File: config.mk
export PLATFORM = sky130hd
export DESIGN_NAME = sme_kmp_matcher
export DESIGN_NICKNAME = d
export VERILOG_FILES = /design/src/rtl/sme_pkg.sv /design/src/rtl/sme_kmp_matcher.sv
export SDC_FILE = /design/constraint.sdc
export NUM_CORES = 1
export LEC_CHECK = 0
export BUFFER_PORTS_ARGS = -buffer_cell sky130_fd_sc_hd__buf_4
export CAP_MARGIN = 0
export CELL_PAD_IN_SITES_DETAIL_PLACEMENT = 0
export CELL_PAD_IN_SITES_GLOBAL_PLACEMENT = 2
export CORE_AREA = 4 4 135 137
export DETAILED_ROUTE_END_ITERATION = 7
export DIE_AREA = 0 0 139 141
export GPL_TIMING_DRIVEN = 1
export PLACE_DENSITY = 0.68
export SYNTH_ARGS = -nofsm -noshare
export SYNTH_HDL_FRONTEND = slang
export SYNTH_SLANG_ARGS = --single-unit
File: constraint.sdc
create_clock -name clk -period 6.32 [get_ports clk]
set_input_delay 1.896 -clock clk [delete_from_list [all_inputs] [get_ports clk]]
set_output_delay 1.896 -clock clk [all_outputs]
set_load 0.005 [all_outputs]
File: src/rtl/sme_pkg.sv
// Shared defaults and state encodings for the KMP string matcher.
package sme_pkg;

    localparam int SME_BYTE        = 8;
    localparam int SME_MAX_PATTERN = 8;
    localparam int SME_MAX_PAT_ADD = 3;
    localparam int SME_STR_ADD_W   = 6;

    localparam logic [7:0] SME_CNT_MAX = 8'hFF;

    typedef enum logic [3:0] {
        ST_IDLE = 4'b0001,
        ST_LOAD = 4'b0010,
        ST_SCAN = 4'b0100,
        ST_DONE = 4'b1000
    } state_e;

endpackage

File: src/rtl/sme_kmp_matcher.sv
// KMP streaming matcher: one pattern/character comparison per SCAN cycle.
// Optional saturating match counter port enabled by SME_MATCH_CNT_EN.
module sme_kmp_matcher
    import sme_pkg::*;
#(
    parameter int BYTE        = SME_BYTE,
    parameter int MAX_PATTERN = SME_MAX_PATTERN,
    parameter int MAX_PAT_ADD = SME_MAX_PAT_ADD,
    parameter int STR_ADD_W   = SME_STR_ADD_W
) (
    input  logic                           clk,
    input  logic                           reset,
    input  logic                           i_valid,
    input  logic [MAX_PATTERN*BYTE-1:0]    pattern,
    input  logic [MAX_PAT_ADD-1:0]         last_pat_idx,
    input  logic [MAX_PAT_ADD*MAX_PATTERN-1:0] i_fail_func,
    input  logic                           s_valid,
    input  logic [BYTE-1:0]                s_char,
    input  logic                           s_last,
    output logic                           s_ready,
    output logic                           o_match_valid,
    output logic [STR_ADD_W-1:0]           o_match_pos,
    output logic                           o_done
`ifdef SME_MATCH_CNT_EN
    ,
    output logic [7:0]                     o_match_cnt
`endif
);

    state_e                              state_q, state_d;
    logic [MAX_PATTERN*BYTE-1:0]         pat_q, pat_d;
    logic [MAX_PAT_ADD-1:0]              last_q, last_d;
    logic [MAX_PAT_ADD*MAX_PATTERN-1:0]  ff_q, ff_d;
    logic [MAX_PAT_ADD-1:0]              q_q, q_d;
    logic [STR_ADD_W-1:0]                p_q, p_d;
    logic                                mv_q, mv_d;
    logic [STR_ADD_W-1:0]                pos_q, pos_d;
    logic                                last_seen_q, last_seen_d;

    logic                                chars_eq;
    logic                                consume;
    logic [MAX_PAT_ADD:0]                q_inc;
    logic [MAX_PAT_ADD:0]                len;

    function automatic logic [MAX_PAT_ADD-1:0] ff_at(input logic [MAX_PAT_ADD-1:0] k);
        return ff_q[k*MAX_PAT_ADD +: MAX_PAT_ADD];
    endfunction

    assign chars_eq = (pat_q[q_q*BYTE +: BYTE] == s_char);
    assign q_inc    = {1'b0, q_q} + 1'b1;
    assign len      = {1'b0, last_q} + 1'b1;

    always_comb begin
        state_d     = state_q;
        pat_d       = pat_q;
        last_d      = last_q;
        ff_d        = ff_q;
        q_d         = q_q;
        p_d         = p_q;
        mv_d        = 1'b0;
        pos_d       = pos_q;
        last_seen_d = last_seen_q;
        consume     = 1'b0;
        unique case (state_q)
            ST_IDLE: begin
                if (i_valid) state_d = ST_LOAD;
            end
            ST_LOAD: begin
                if (!i_valid) begin
                    state_d = ST_IDLE;
                end else begin
                    state_d     = ST_SCAN;
                    pat_d       = pattern;
                    last_d      = last_pat_idx;
                    ff_d        = i_fail_func;
                    q_d         = '0;
                    p_d         = '0;
                    last_seen_d = 1'b0;
                end
            end
            ST_SCAN: begin
                if (!i_valid) begin
                    state_d = ST_IDLE;
                end else if (last_seen_q) begin
                    // One extra SCAN cycle lets a match on the final character pulse before o_done.
                    state_d = ST_DONE;
                end else if (s_valid) begin
                    if (chars_eq) begin
                        consume = 1'b1;
                        p_d     = p_q + 1'b1;
                        if (q_inc == len) begin
                            mv_d  = 1'b1;
                            pos_d = p_q - STR_ADD_W'(last_q);
                            q_d   = ff_at(last_q);
                        end else begin
                            q_d = q_inc[MAX_PAT_ADD-1:0];
                        end
                    end else if (q_q == '0) begin
                        consume = 1'b1;
                        p_d     = p_q + 1'b1;
                    end else begin
                        q_d = ff_at(q_q - 1'b1);
                    end
                    if (consume && s_last) last_seen_d = 1'b1;
                end
            end
            ST_DONE: begin
                if (!i_valid) state_d = ST_IDLE;
            end
            default: state_d = ST_IDLE;
        endcase
    end

    always_ff @(posedge clk) begin
        if (reset) begin
            state_q     <= ST_IDLE;
            q_q         <= '0;
            p_q         <= '0;
            mv_q        <= 1'b0;
            pos_q       <= '0;
            last_seen_q <= 1'b0;
        end else begin
            state_q     <= state_d;
            q_q         <= q_d;
            p_q         <= p_d;
            mv_q        <= mv_d;
            pos_q       <= pos_d;
            last_seen_q <= last_seen_d;
        end
    end

    always_ff @(posedge clk) begin
        pat_q  <= pat_d;
        last_q <= last_d;
        ff_q   <= ff_d;
    end

    assign s_ready       = consume;
    assign o_match_valid = mv_q;
    assign o_match_pos   = pos_q;
    assign o_done        = (state_q == ST_DONE);

`ifdef SME_MATCH_CNT_EN
    logic [7:0] cnt_q, cnt_d;

    always_comb begin
        cnt_d = cnt_q;
        if (state_q == ST_LOAD) begin
            cnt_d = '0;
        end else if (mv_q && (cnt_q != SME_CNT_MAX)) begin
            cnt_d = cnt_q + 1'b1;
        end
    end

    always_ff @(posedge clk) begin
        if (reset) cnt_q <= '0;
        else       cnt_q <= cnt_d;
    end

    assign o_match_cnt = cnt_q;
`endif

endmodule
== After elaboration in Yosys (flattened, before gate mapping) ==
Index checks and enable logic that the tools add are counted.
Word-level totals
  register bits: 112
  input bits: 104
  output and inout bits: 9
  logic and storage cells: 87
Operators by class
  add/sub/neg operators: 5
  $mul: 2
  equal/unequal tests: 15
  shift operators: 3
  multiplexer cells: 38
  bitwise gates (word level): 5
  reductions and logical operators: 10
Operators with widths (number)
  64-bit by 7-bit variable part select with 8-bit output: 1
  24-bit by 6-bit variable part select with 3-bit output: 2
  6-bit 2-to-1 mux: 6
  3-bit 2-to-1 mux: 8
  6-bit AND reduction: 3
  1-bit 2-to-1 mux: 16
  4-bit 2-to-1 mux: 4
  4-bit case mux with 4 select lines: 1
  2-bit inequality test (second input constant): 6
  6-bit case mux with 2 select lines: 1
  3-bit by 2-bit multiplier with 5-bit output (second input constant): 2
  3-bit inequality test (second input constant): 3
  3-bit by 1-bit adder with 4-bit output (second input constant): 2
  8-bit == test: 1
  6-bit by 1-bit adder with 6-bit output (second input constant): 1
  3-bit case mux with 2 select lines: 1
  3-bit AND reduction: 2
  6-bit OR reduction: 1
  6-bit by 3-bit subtractor with 6-bit output: 1
  1-bit inverter: 5
  4-bit by 1-bit == test with 1-bit output (second input constant): 1
  4-bit by 2-bit == test with 1-bit output (second input constant): 1
  4-bit by 3-bit == test with 1-bit output (second input constant): 1
  4-bit == test: 1
  other kinds (7): 7

== Logic depth before layout (Yosys ltp) ==
Gate-level depths: netlist of the first run.
  word-level depth: 13
  gate-level depth with buffers: 13
  gate-level depth less buffers: 8

== Worst setup path after synthesis of the first run ==
Ideal clock, no wire load.
  path kind: input to output
  from: input s_char[1]
  to: output s_ready
  arrival time: 2.919 ns
  path slack: 1.505 ns
  stages: 4
  path through: or4_1 o2111ai_2 o31a_1 nor2_1
Between the ends
  word-level cells in the longest chain between the ends: 10
RTL lines
  start: declaration: RTL line sme_kmp_matcher.sv:18  | input logic [BYTE-1:0] s_char,
  8-bit == test: RTL line sme_kmp_matcher.sv:49  | assign chars_eq = (pat_q[q_q*BYTE +: BYTE] == s_char);
  1-bit 2-to-1 mux: RTL line sme_kmp_matcher.sv:88  | if (chars_eq) begin
  1-bit 2-to-1 mux: RTL line sme_kmp_matcher.sv:87  | end else if (s_valid) begin
  1-bit 2-to-1 mux: RTL line sme_kmp_matcher.sv:84  | end else if (last_seen_q) begin
  1-bit 2-to-1 mux: RTL line sme_kmp_matcher.sv:82  | if (!i_valid) begin
  1-bit 2-to-1 mux: RTL line sme_kmp_matcher.sv:64  | unique case (state_q)
  1-bit 2-to-1 mux: RTL line sme_kmp_matcher.sv:87
  1-bit 2-to-1 mux: RTL line sme_kmp_matcher.sv:84
  1-bit 2-to-1 mux: RTL line sme_kmp_matcher.sv:82
  1-bit 2-to-1 mux: RTL line sme_kmp_matcher.sv:64
  end: declaration: RTL line sme_kmp_matcher.sv:20  | output logic s_ready,
Every way passes these cells. The select of a mux whose other input is x is not followed.

== Final worst setup path of the first run ==
Same ends and word-level chain as after synthesis.

==> results_dict.tcl, run 1 <==
set metrics [dict create \
    worst_hold_path_type "flop to flop" \
    layout-drive-gt1-share_pct 36.6 \
    first_pass_iteration_count_of_the_detailed_router 4 \
    ant_nets 0 \
    floorplan.initialDensity_pct 29.6 \
    final_common_cell "buf_4" \
    end_kind "primary output" \
    globalRouteOverflowTotal 0 \
    post-route-drc-count 0 \
    worst-endpoint-arrival_ns 3.33 \
    post_drt_wl_per_cell_um 16.5 \
    cts.root.buffer_cell "clkbuf_16" \
    run_status "completed" \
    synth.avg_cell_area_um2 15.1 \
    r2r_start "q_q[1]" \
    rsz0062_at_grt "false" \
    die_area_mm2 0.0196 \
    finalCritPeriodShare_pct 82.7 \
    grt_antenna_before_repair 0 \
    cts.path.max_buffers 2 \
    path_max_fanout 7 \
    finalCriticalPeriod_ns 5.23 \
    leakage_power_summed_over_all_cells_nw 2.28 \
    syn-cell-area_mm2 0.00505 \
    antennaDiodeCount 0 \
    setup_fix_buffers_added_after_clock_tree_synthesis 0 \
    hold-path-cell-count 2 \
    maximum_number_of_pins_on_one_net_before_global_route_repair 48 \
    routabilityCongestion 0.780 \
    postSynth.asyncResetShare_pct 0 \
    timing.fmax_mhz 191 \
    detailedPlacementHpwl_um 8370 \
    synth-main-ff-cell "edfxtp_1" \
    r2r_end "q_q[0]" \
    die_w_um 139 \
    port_buffers 112 \
    core_area_mm2 0.0171 \
    final_setup_violating_endpoints 0 \
    drt_first_iter_violations 100 \
    max-slew-margin-rel_pct 42.0 \
    post_cts.resized_instances 0 \
    floorplan.io_pins 113 \
    min-delay-start "last_seen_q" \
    setup_total_negative_slack_ns 0 \
    mostFrequentLayoutCells "116 x buf_4, 91 x edfxtp_1, 28 x mux2i_1, 20 x mux4_2, 20 x dfxtp_1" \
    timing.clock.skew_ns 0.00838 \
    htreeDepth 3 \
    chipHeight_um 141 \
    hold_buffers 0 \
    tightest_slew_ns 0.869 \
    top_cells_by_area_synth "edfxtp_1 54%, mux4_2 8.9%, dfxtp_1 8.3%" \
    yosysTopAreaCellShare_pct 54.1 \
    synth_seq_cells 112 \
    synth.distinct_cells 52 \
    final_nets 559 \
    worst-r2r-setup-slack_ns 3.19 \
    postSynthNetCount 447 \
    route.detailed.vias_per_inst 4.72 \
    grt_pass1_wl_um 18100 \
    cts_inserted_buffers 9 \
    cp.required_ns 4.42 \
    timing.critical_path.from_type "primary input" \
    filler_cell_count 1686 \
    synth_sequential_area_ratio_pct 62.5 \
    synth_warnings 0 \
    syn_inst 334 \
    cap_viol_max_count 0 \
    timing.hold.worst_endpoint "last_seen_q" \
    clock_latency_ns 0.35 \
    std_cell_rows 48 \
    globalRouteTotalUtil_pct 11.7 \
    first_global_vias 3535 \
    clk_pin_slew_worst_setup_hold_paths_ns 0.07 \
    synth_enable_flop_cells 91 \
    reg2reg_depth 8 \
    area.growth.synth_to_final_pct 27.8 \
    finalWirelength_um 11100 \
    final-max-slew-violation-count 0 \
    vias 3191 \
    cts.sink_count 112 \
    setup.worst_path.class "primary input to primary output" \
    tritoncts "done" \
    p_per_area_mw_per_mm2 229 \
    irDropWorstVdd_v 0.000121 \
    synthDominantAreaCellType "edfxtp_1" \
    finalHoldWorstSlack_ns 0.499 \
    report.final.hold_viol_count 0 \
]
==> metrics by stage <==
stage	cell area [um^2]	utilization, %	setup slack (ns)	power [mW]	std cells
2_1_floorplan	5050	-	1.51	0.838	334
3_3_place_gp	6130	35.9	1.10	0.892	660
6_report	6450	37.8	1.09	1.48	676
5_1_grt	6450	37.8	0.985	1.53	676
4_1_cts	6450	37.8	1.08	1.50	676
3_5_place_dp	6130	35.9	1.09	0.894	660
==> worst max path at each step <==
stage,from,to,slack [ns]
floorplan,s_char[1],s_ready,1.51
global placement,s_char[1],s_ready,1.10
detailed placement,s_char[1],s_ready,1.09
CTS,s_char[1],s_ready,1.08
global route,s_char[1],s_ready,0.98
finish,s_char[1],s_ready,1.09
==> registers in the layout, summed over array words and instances, names as in the netlist <==
register	flops
ff_q	24
last_seen_q	1
p_q	6
pat_q	64
q_q	3
last_q	3
o_match_valid	1
state_q	4
o_match_pos	6
==> power breakdown <==
part	total, mW	switching [mW]	internal [mW]
logic	0.0693	0.0227	0.0466
registers	0.806	0.00382	0.802
clock network	0.604	0.285	0.320
==> cell usage after synthesis (3+ instances only) <==
cell type and count:
mux4_2 20, clkbuf_1 6, nor3_1 3, nor2b_1 9, xor2_1 7, nand2_1 15
buf_2 7, a211oi_1 5, ha_1 8, o211ai_1 3, inv_1 8, and2_1 4
nand3_1 5, dfxtp_1 21, edfxtp_1 91, o31ai_1 6, nand2b_1 4, o21ai_0 7
nor2_1 18, and3_1 4, a22oi_1 7, a21oi_1 6, mux2i_1 28, xnor2_1 7
==> worst max-delay path, stage by stage <==
cell,delay (ns)
buf_4,0.11
or4_1,0.54
o2111ai_2,0.18
o31a_1,0.37
nor2_1,0.09
buf_4,0.14
==> cells by family after synthesis <==
group                      share of synthesized area [%]
and+or+nand+nor                                     8.20
buffers and inverters                               2.03
AOI/OAI and AO/OA                                   7.56
muxes                                               14.9
adders and majority gates                           2.38
DFF                                                 62.5
xor gates and xnor gates                            2.43
==> routing by layer <==
layer / share of wire [%] / wire length (um) / global-route usage (%)
met5: 0 / 0 / 0
met4: 1.8 / 199 / 4.22
met3: 6.3 / 701 / 3.66
met2: 49 / 5430 / 19.4
met1: 43 / 4810 / 14.5
==> cell type report <==
cell class,count,area [um^2],share of cell area (%)
Multi-Input combinational cell,199,1790,27.8
Clock buffer,9,225,3.49
Timing Repair Buffer,116,871,13.5
Tap cell,225,282,4.36
Sequential cell,112,3150,48.9
Clock inverter,7,97.6,1.51
Inverter,8,31.3,0.485
No activity file was read; power rests on OpenSTA's default activity.
==> run 2, diff against run 1 <==
Settings changed: PLACE_DENSITY 0.68 to 0.71.
Clock period 6.32 ns to 4.58 ns, I/O delays scaled along.
==> run 2 against run 1 <==
  * Clock power up 28%
  * Clock skew up 0.0016 ns
  * Utilization about the same
  * Worst setup slack worse by 0.67 ns
  * Hold slack worse by 0.00085 ns
  * Sequential share of layout area about the same
  * Sequential power up 38%
  * Critical endpoint unchanged
  * Largest cell class unchanged
  * Highest routed layer unchanged
==> results_dict.tcl, run 2 (synthesis gave the netlist of run 1 again) <==
set metrics [dict create \
    maximum_number_of_pins_on_one_net_before_global_route_repair 61 \
    final_nets 562 \
    ant_nets 0 \
    die_w_um 139 \
    max-slew-margin-rel_pct 57.6 \
    cell_breakdown_of_the_critical_path "buf_4, or4_1, o2111ai_2, o31a_1, nor2_1, buf_4" \
    final_setup_violating_endpoints 0 \
    r2r_start "q_q[0]" \
    worst-endpoint-arrival_ns 2.79 \
    route.detailed.vias_per_inst 4.60 \
    floorplan.initialDensity_pct 29.6 \
    seq_power_share_pct 56.2 \
    mostFrequentLayoutCells "118 x buf_4, 91 x edfxtp_1, 28 x mux2i_1, 20 x mux4_2, 19 x dfxtp_1" \
    setup_total_negative_slack_ns 0 \
    crit_slowest_cell "or4_1" \
    final-max-slew-violation-count 0 \
    first_global_vias 3386 \
    critPathTopFamily "simple AND/OR/NAND/NOR gates" \
    end_kind "primary output" \
    report.final.hold_viol_count 0 \
    critical_path.endpoint "s_ready" \
    cts.path.max_buffers 2 \
    finalWirelength_um 10900 \
    cts.sink_count 112 \
    cts_inserted_buffers 9 \
    layout_top_registers "pat_q: 64 flops, ff_q: 24 flops" \
    globalRouteOverflowTotal 0 \
    detailedPlacementHpwl_um 8300 \
    port_buffers 112 \
    finalCritPeriodShare_pct 90.9 \
    htreeDepth 3 \
    worst_setup_path_start "s_char[1]" \
    core_area_mm2 0.0171 \
    clock_latency_ns 0.35 \
    final_common_cell "buf_4" \
    globalRouteTotalUtil_pct 11.1 \
    finalCriticalPeriod_ns 4.16 \
    r2r_end "o_match_pos[2]" \
    cp.required_ns 3.21 \
    largest_register_ff_count 64 \
    clock_power_share_pct 39.0 \
    critical_path.n_buffers_inverters 2 \
    vias 3125 \
    p_comb_share_pct 4.8 \
    total_switching_power_mw 0.421 \
    path_max_fanout 7 \
    run_status "completed" \
    regMostFlops "pat_q" \
    setup_fix_buffers_added_after_clock_tree_synthesis 0 \
    worst-r2r-setup-slack_ns 1.67 \
    grt_pass1_wl_um 17300 \
    worst_hold_path_type "flop to flop" \
    timing.critical_path.mode_cell "buf_4" \
    die_area_mm2 0.0196 \
    drt_first_iter_violations 133 \
    cpPeakStageDelay_ns 0.53 \
    std_cell_rows 48 \
    leakage_power_summed_over_all_cells_nw 2.29 \
    post-route-drc-count 0 \
    antennaDiodeCount 0 \
    cell_internal_pwr_mw 1.56 \
    routabilityCongestion 0.748 \
    timing.critical_path.depth 6 \
    tightest_slew_ns 0.636 \
    timing.clock.skew_ns 0.00997 \
    floorplan.io_pins 113 \
    cts.root.buffer_cell "clkbuf_16" \
    layout-drive-gt1-share_pct 37.2 \
    post_drt_wl_per_cell_um 16.0 \
    rsz0062_at_grt "false" \
    timing.critical_path.from_type "primary input" \
    sw_frac_of_total_pct 21.3 \
    clk_pin_slew_worst_setup_hold_paths_ns 0.07 \
    irDropWorstVdd_v 0.000150 \
    grt_antenna_before_repair 0 \
    finalHoldWorstSlack_ns 0.498 \
    first_pass_iteration_count_of_the_detailed_router 4 \
    tritoncts "done" \
    reg2reg_depth 10 \
    timing.fmax_mhz 240 \
    setup.worst_path.class "primary input to primary output" \
    cap_viol_max_count 0 \
    area.growth.synth_to_final_pct 28.0 \
    chipHeight_um 141 \
    p_per_area_mw_per_mm2 306 \
]
run 2: worst min path at each step:
stage / end / from / cells after the start / slack, ns
detailed placement: last_seen_q / last_seen_q / 2 / 0.49
global placement: last_seen_q / last_seen_q / 2 / 0.48
finish: last_seen_q / last_seen_q / 2 / 0.50
global route: last_seen_q / last_seen_q / 2 / 0.53
CTS: last_seen_q / last_seen_q / 2 / 0.50
floorplan: last_seen_q / last_seen_q / 2 / 0.45
run 2: cell type report:
| type | instances | area, um^2 |
|---|---|---|
| inverter | 8 | 31.3 |
| fill | 1684 | 10600 |
| sequential | 112 | 3160 |
| timing repair buffer | 119 | 906 |
| clock inverter | 7 | 67.6 |
| multi-input combinational | 199 | 1790 |
| tap | 225 | 282 |
| clock buffer | 9 | 225 |
run 2: metrics by stage:
step | setup slack, ns | power (mW) | util [%] | cell area [um^2] | cells
6_report | 0.416 | 1.98 | 37.9 | 6460 | 679
2_1_floorplan | 0.396 | 1.16 | - | 5050 | 334
4_1_cts | 0.0899 | 2.01 | 37.9 | 6460 | 679
3_3_place_gp | 0.411 | 1.23 | 36.1 | 6160 | 663
3_5_place_dp | 0.414 | 1.23 | 36.1 | 6160 | 663
5_1_grt | 0.169 | 2.06 | 37.9 | 6460 | 679
run 2: what timing repair did:
| item | 4_1_cts | 5_1_grt |
|---|---|---|
| hold buffers | 0 | 0 |
| gates resized for setup | 0 | 1 |
| setup endpoints to repair | 0 | 1 |
run 2: power by group through the flow:
stage | logic [mW] | clock network, mW | registers [mW]
after global routing | 0.103 | 0.839 | 1.11
after detailed placement | 0.0964 | 0 | 1.14
after floorplan | 0.0222 | 0 | 1.13
after global placement | 0.0947 | 0 | 1.14
after CTS | 0.0965 | 0.802 | 1.11
final | 0.0947 | 0.772 | 1.11
run 2: tightest hold or removal path, stage by stage (launching register included):
cell and delay (ns):
dfxtp_1 0.34, nand2_1 0.06, a21oi_1 0.05
run 2: per-layer routing:
| layer | global-route usage [%] | up-vias | part of all wire (%) |
|---|---|---|---|
| met5 | 0 | - | 0 |
| met3 | 3.66 | 8 | 6.5 |
| met2 | 18.5 | 78 | 49 |
| li1 | - | 1539 | - |
| met4 | 3.09 | 0 | 0.93 |
| met1 | 13.9 | 1500 | 44 |
==> run 3, diff against run 2 <==
Settings changed: CELL_PAD_IN_SITES_DETAIL_PLACEMENT 0 to not set, CELL_PAD_IN_SITES_GLOBAL_PLACEMENT 2 to not set, PLACE_DENSITY 0.71 to 0.52.
Clock period 4.58 ns to 4.31 ns, I/O delays scaled along.
==> run 3 against run 2 <==
  * Sequential cell count unchanged
  * Non-clock buffer count did not move
  * Count of clock-buffer cells in the layout is 2 higher
  * Critical path depth rose by 1
==> results_dict.tcl, run 3 (synthesis gave the netlist of run 1 again) <==
set metrics [dict create \
    globalRouteTotalUtil_pct 11.4 \
    dr.max_layer_used "met4" \
    chipHeight_um 141 \
    timing.critical_path.depth 7 \
    maximum_number_of_pins_on_one_net_before_global_route_repair 65 \
    post_drt_wl_per_cell_um 15.9 \
    grt_antenna_before_repair 0 \
    first_pass_iteration_count_of_the_detailed_router 4 \
    grt_pass1_wl_um 17500 \
    drt_first_iter_violations 173 \
    layout_top_registers "pat_q: 64 flops, ff_q: 24 flops" \
    dp_cells 663 \
    setup_total_negative_slack_ns 0 \
    core_area_mm2 0.0171 \
    regMostFlops "pat_q" \
    cell_breakdown_of_the_critical_path "mux4_2, mux2i_1, xor2_1, o2111ai_2, o31a_1, nor2_1, buf_4" \
    r2r_start "q_q[0]" \
    area.growth.synth_to_final_pct 27.7 \
    cpPeakStageDelay_ns 0.72 \
    max-slew-margin-rel_pct 58.3 \
    layout-drive-gt1-share_pct 36.6 \
    htreeDepth 3 \
    report.final.hold_viol_count 0 \
    setup.worst_path.class "flop to primary output" \
    reg2reg_depth 10 \
    cts.path.max_buffers 2 \
    critical_path.n_buffers_inverters 1 \
    run_status "completed" \
    timing.fmax_mhz 244 \
    critPathTopFamily "flip-flops" \
    clk_pin_slew_worst_setup_hold_paths_ns 0.07 \
    finalCritPeriodShare_pct 95.3 \
    cts.sink_count 112 \
    route.detailed.vias_per_inst 4.63 \
    rsz0062_at_grt "false" \
    wl_met1_um 4730 \
    vias 3145 \
    first_global_vias 3372 \
    routabilityCongestion 0.753 \
    layoutNonFillerInstCount 679 \
    largest_register_ff_count 64 \
    antennaDiodeCount 0 \
    finalWirelength_um 10800 \
    std_cell_rows 48 \
    ant_nets 0 \
    irDropWorstVdd_v 0.000170 \
    mostFrequentLayoutCells "117 x buf_4, 91 x edfxtp_1, 28 x mux2i_1, 20 x mux4_2, 19 x dfxtp_1" \
    worst-r2r-setup-slack_ns 1.38 \
    finalCriticalPeriod_ns 4.11 \
    timing.critical_path.from_type "flop" \
    tightest_slew_ns 0.624 \
    post-route-drc-count 0 \
    cp.required_ns 3.02 \
    timing.clock.skew_ns 0.00952 \
    hold-path-cell-count 2 \
    r2r_end "o_match_pos[0]" \
    detailedPlacementHpwl_um 8190 \
    floorplan.io_pins 113 \
    die_area_mm2 0.0196 \
    cts.root.buffer_cell "clkbuf_16" \
    hold_buffers 0 \
    end_kind "primary output" \
    setup_fix_buffers_added_after_clock_tree_synthesis 0 \
    min-delay-start "o_match_pos[1]" \
    route.met3.wl_um 823 \
    path_max_fanout 15 \
    port_buffers 112 \
    clock_latency_ns 0.35 \
    final_nets 562 \
    final_common_cell "buf_4" \
    tritoncts "done" \
    final_setup_violating_endpoints 0 \
    timing.hold.worst_endpoint "o_match_pos[1]" \
    detailroute.wirelength.met2_um 5110 \
    worst-endpoint-arrival_ns 2.81 \
    globalRouteOverflowTotal 0 \
    floorplan.initialDensity_pct 29.6 \
    leakage_power_summed_over_all_cells_nw 2.28 \
    cts_inserted_buffers 9 \
    crit_slowest_cell "dfxtp_1" \
    p_per_area_mw_per_mm2 319 \
    worst_hold_path_type "flop to flop" \
    finalHoldWorstSlack_ns 0.502 \
    final-max-slew-violation-count 0 \
    die_w_um 139 \
    cap_viol_max_count 0 \
]
run 3: cell types whose count changed in the layout (fill, tap and decap cells not counted), sizes merged:
cell | before | now
clkbuf | 9 | 11
clkinvlp | 1 | 0
clkinv | 2 | 5
inv | 12 | 8
run 3: per-stage QoR:
step / total power, mW / cell area (um^2) / util, % / worst slack [ns]
global route: 2.15 / 6440 / 37.8 / 0.0168
CTS: 2.09 / 6440 / 37.7 / 0.0913
global placement: 1.31 / 6160 / 36.1 / 0.310
finish: 2.06 / 6440 / 37.8 / 0.205
floorplan: 1.23 / 5050 / - / 0.207
detailed placement: 1.31 / 6160 / 36.1 / 0.298
run 3: worst max path at each step:
stage          startpoint  endpoint  slack, ns
6_report           q_q[2]   s_ready       0.20
5_1_grt            q_q[2]   s_ready       0.02
4_1_cts            q_q[0]   s_ready       0.09
3_5_place_dp    s_char[1]   s_ready       0.30
3_3_place_gp    s_char[1]   s_ready       0.31
2_1_floorplan     i_valid    p_q[4]       0.21
run 3: where the power goes:
group / internal (mW) / total, mW / switching (mW)
registers: 1.18 / 1.18 / 0.00555
logic: 0.0687 / 0.102 / 0.0331
clock network: 0.398 / 0.774 / 0.376
run 3: final cells by class:
cell class                 instances  area (um^2)
inverter                           8         31.3
clock buffer                      11          233
timing repair buffer             119          910
clock inverter                     5         41.3
multi-input combinational        199         1790
sequential                       112         3160
fill                            1672        10600
tap                              225          282
run 3: what timing repair did:
item,CTS,global route
gates resized for setup,0,2
endpoints found under the setup margin,0,1
endpoints found under the hold margin,0,0
run 3: routing by layer:
metal	track usage, %	vias up
met5	0	-
met4	3.55	0
met3	4.24	10
met2	17.7	94
met1	14.8	1503
li1	-	1538
run 3: worst min-delay path, cell delays in order (launching register included):
cell,delay (ns)
dfxtp_1,0.31
nor2_1,0.10
a211oi_1,0.05
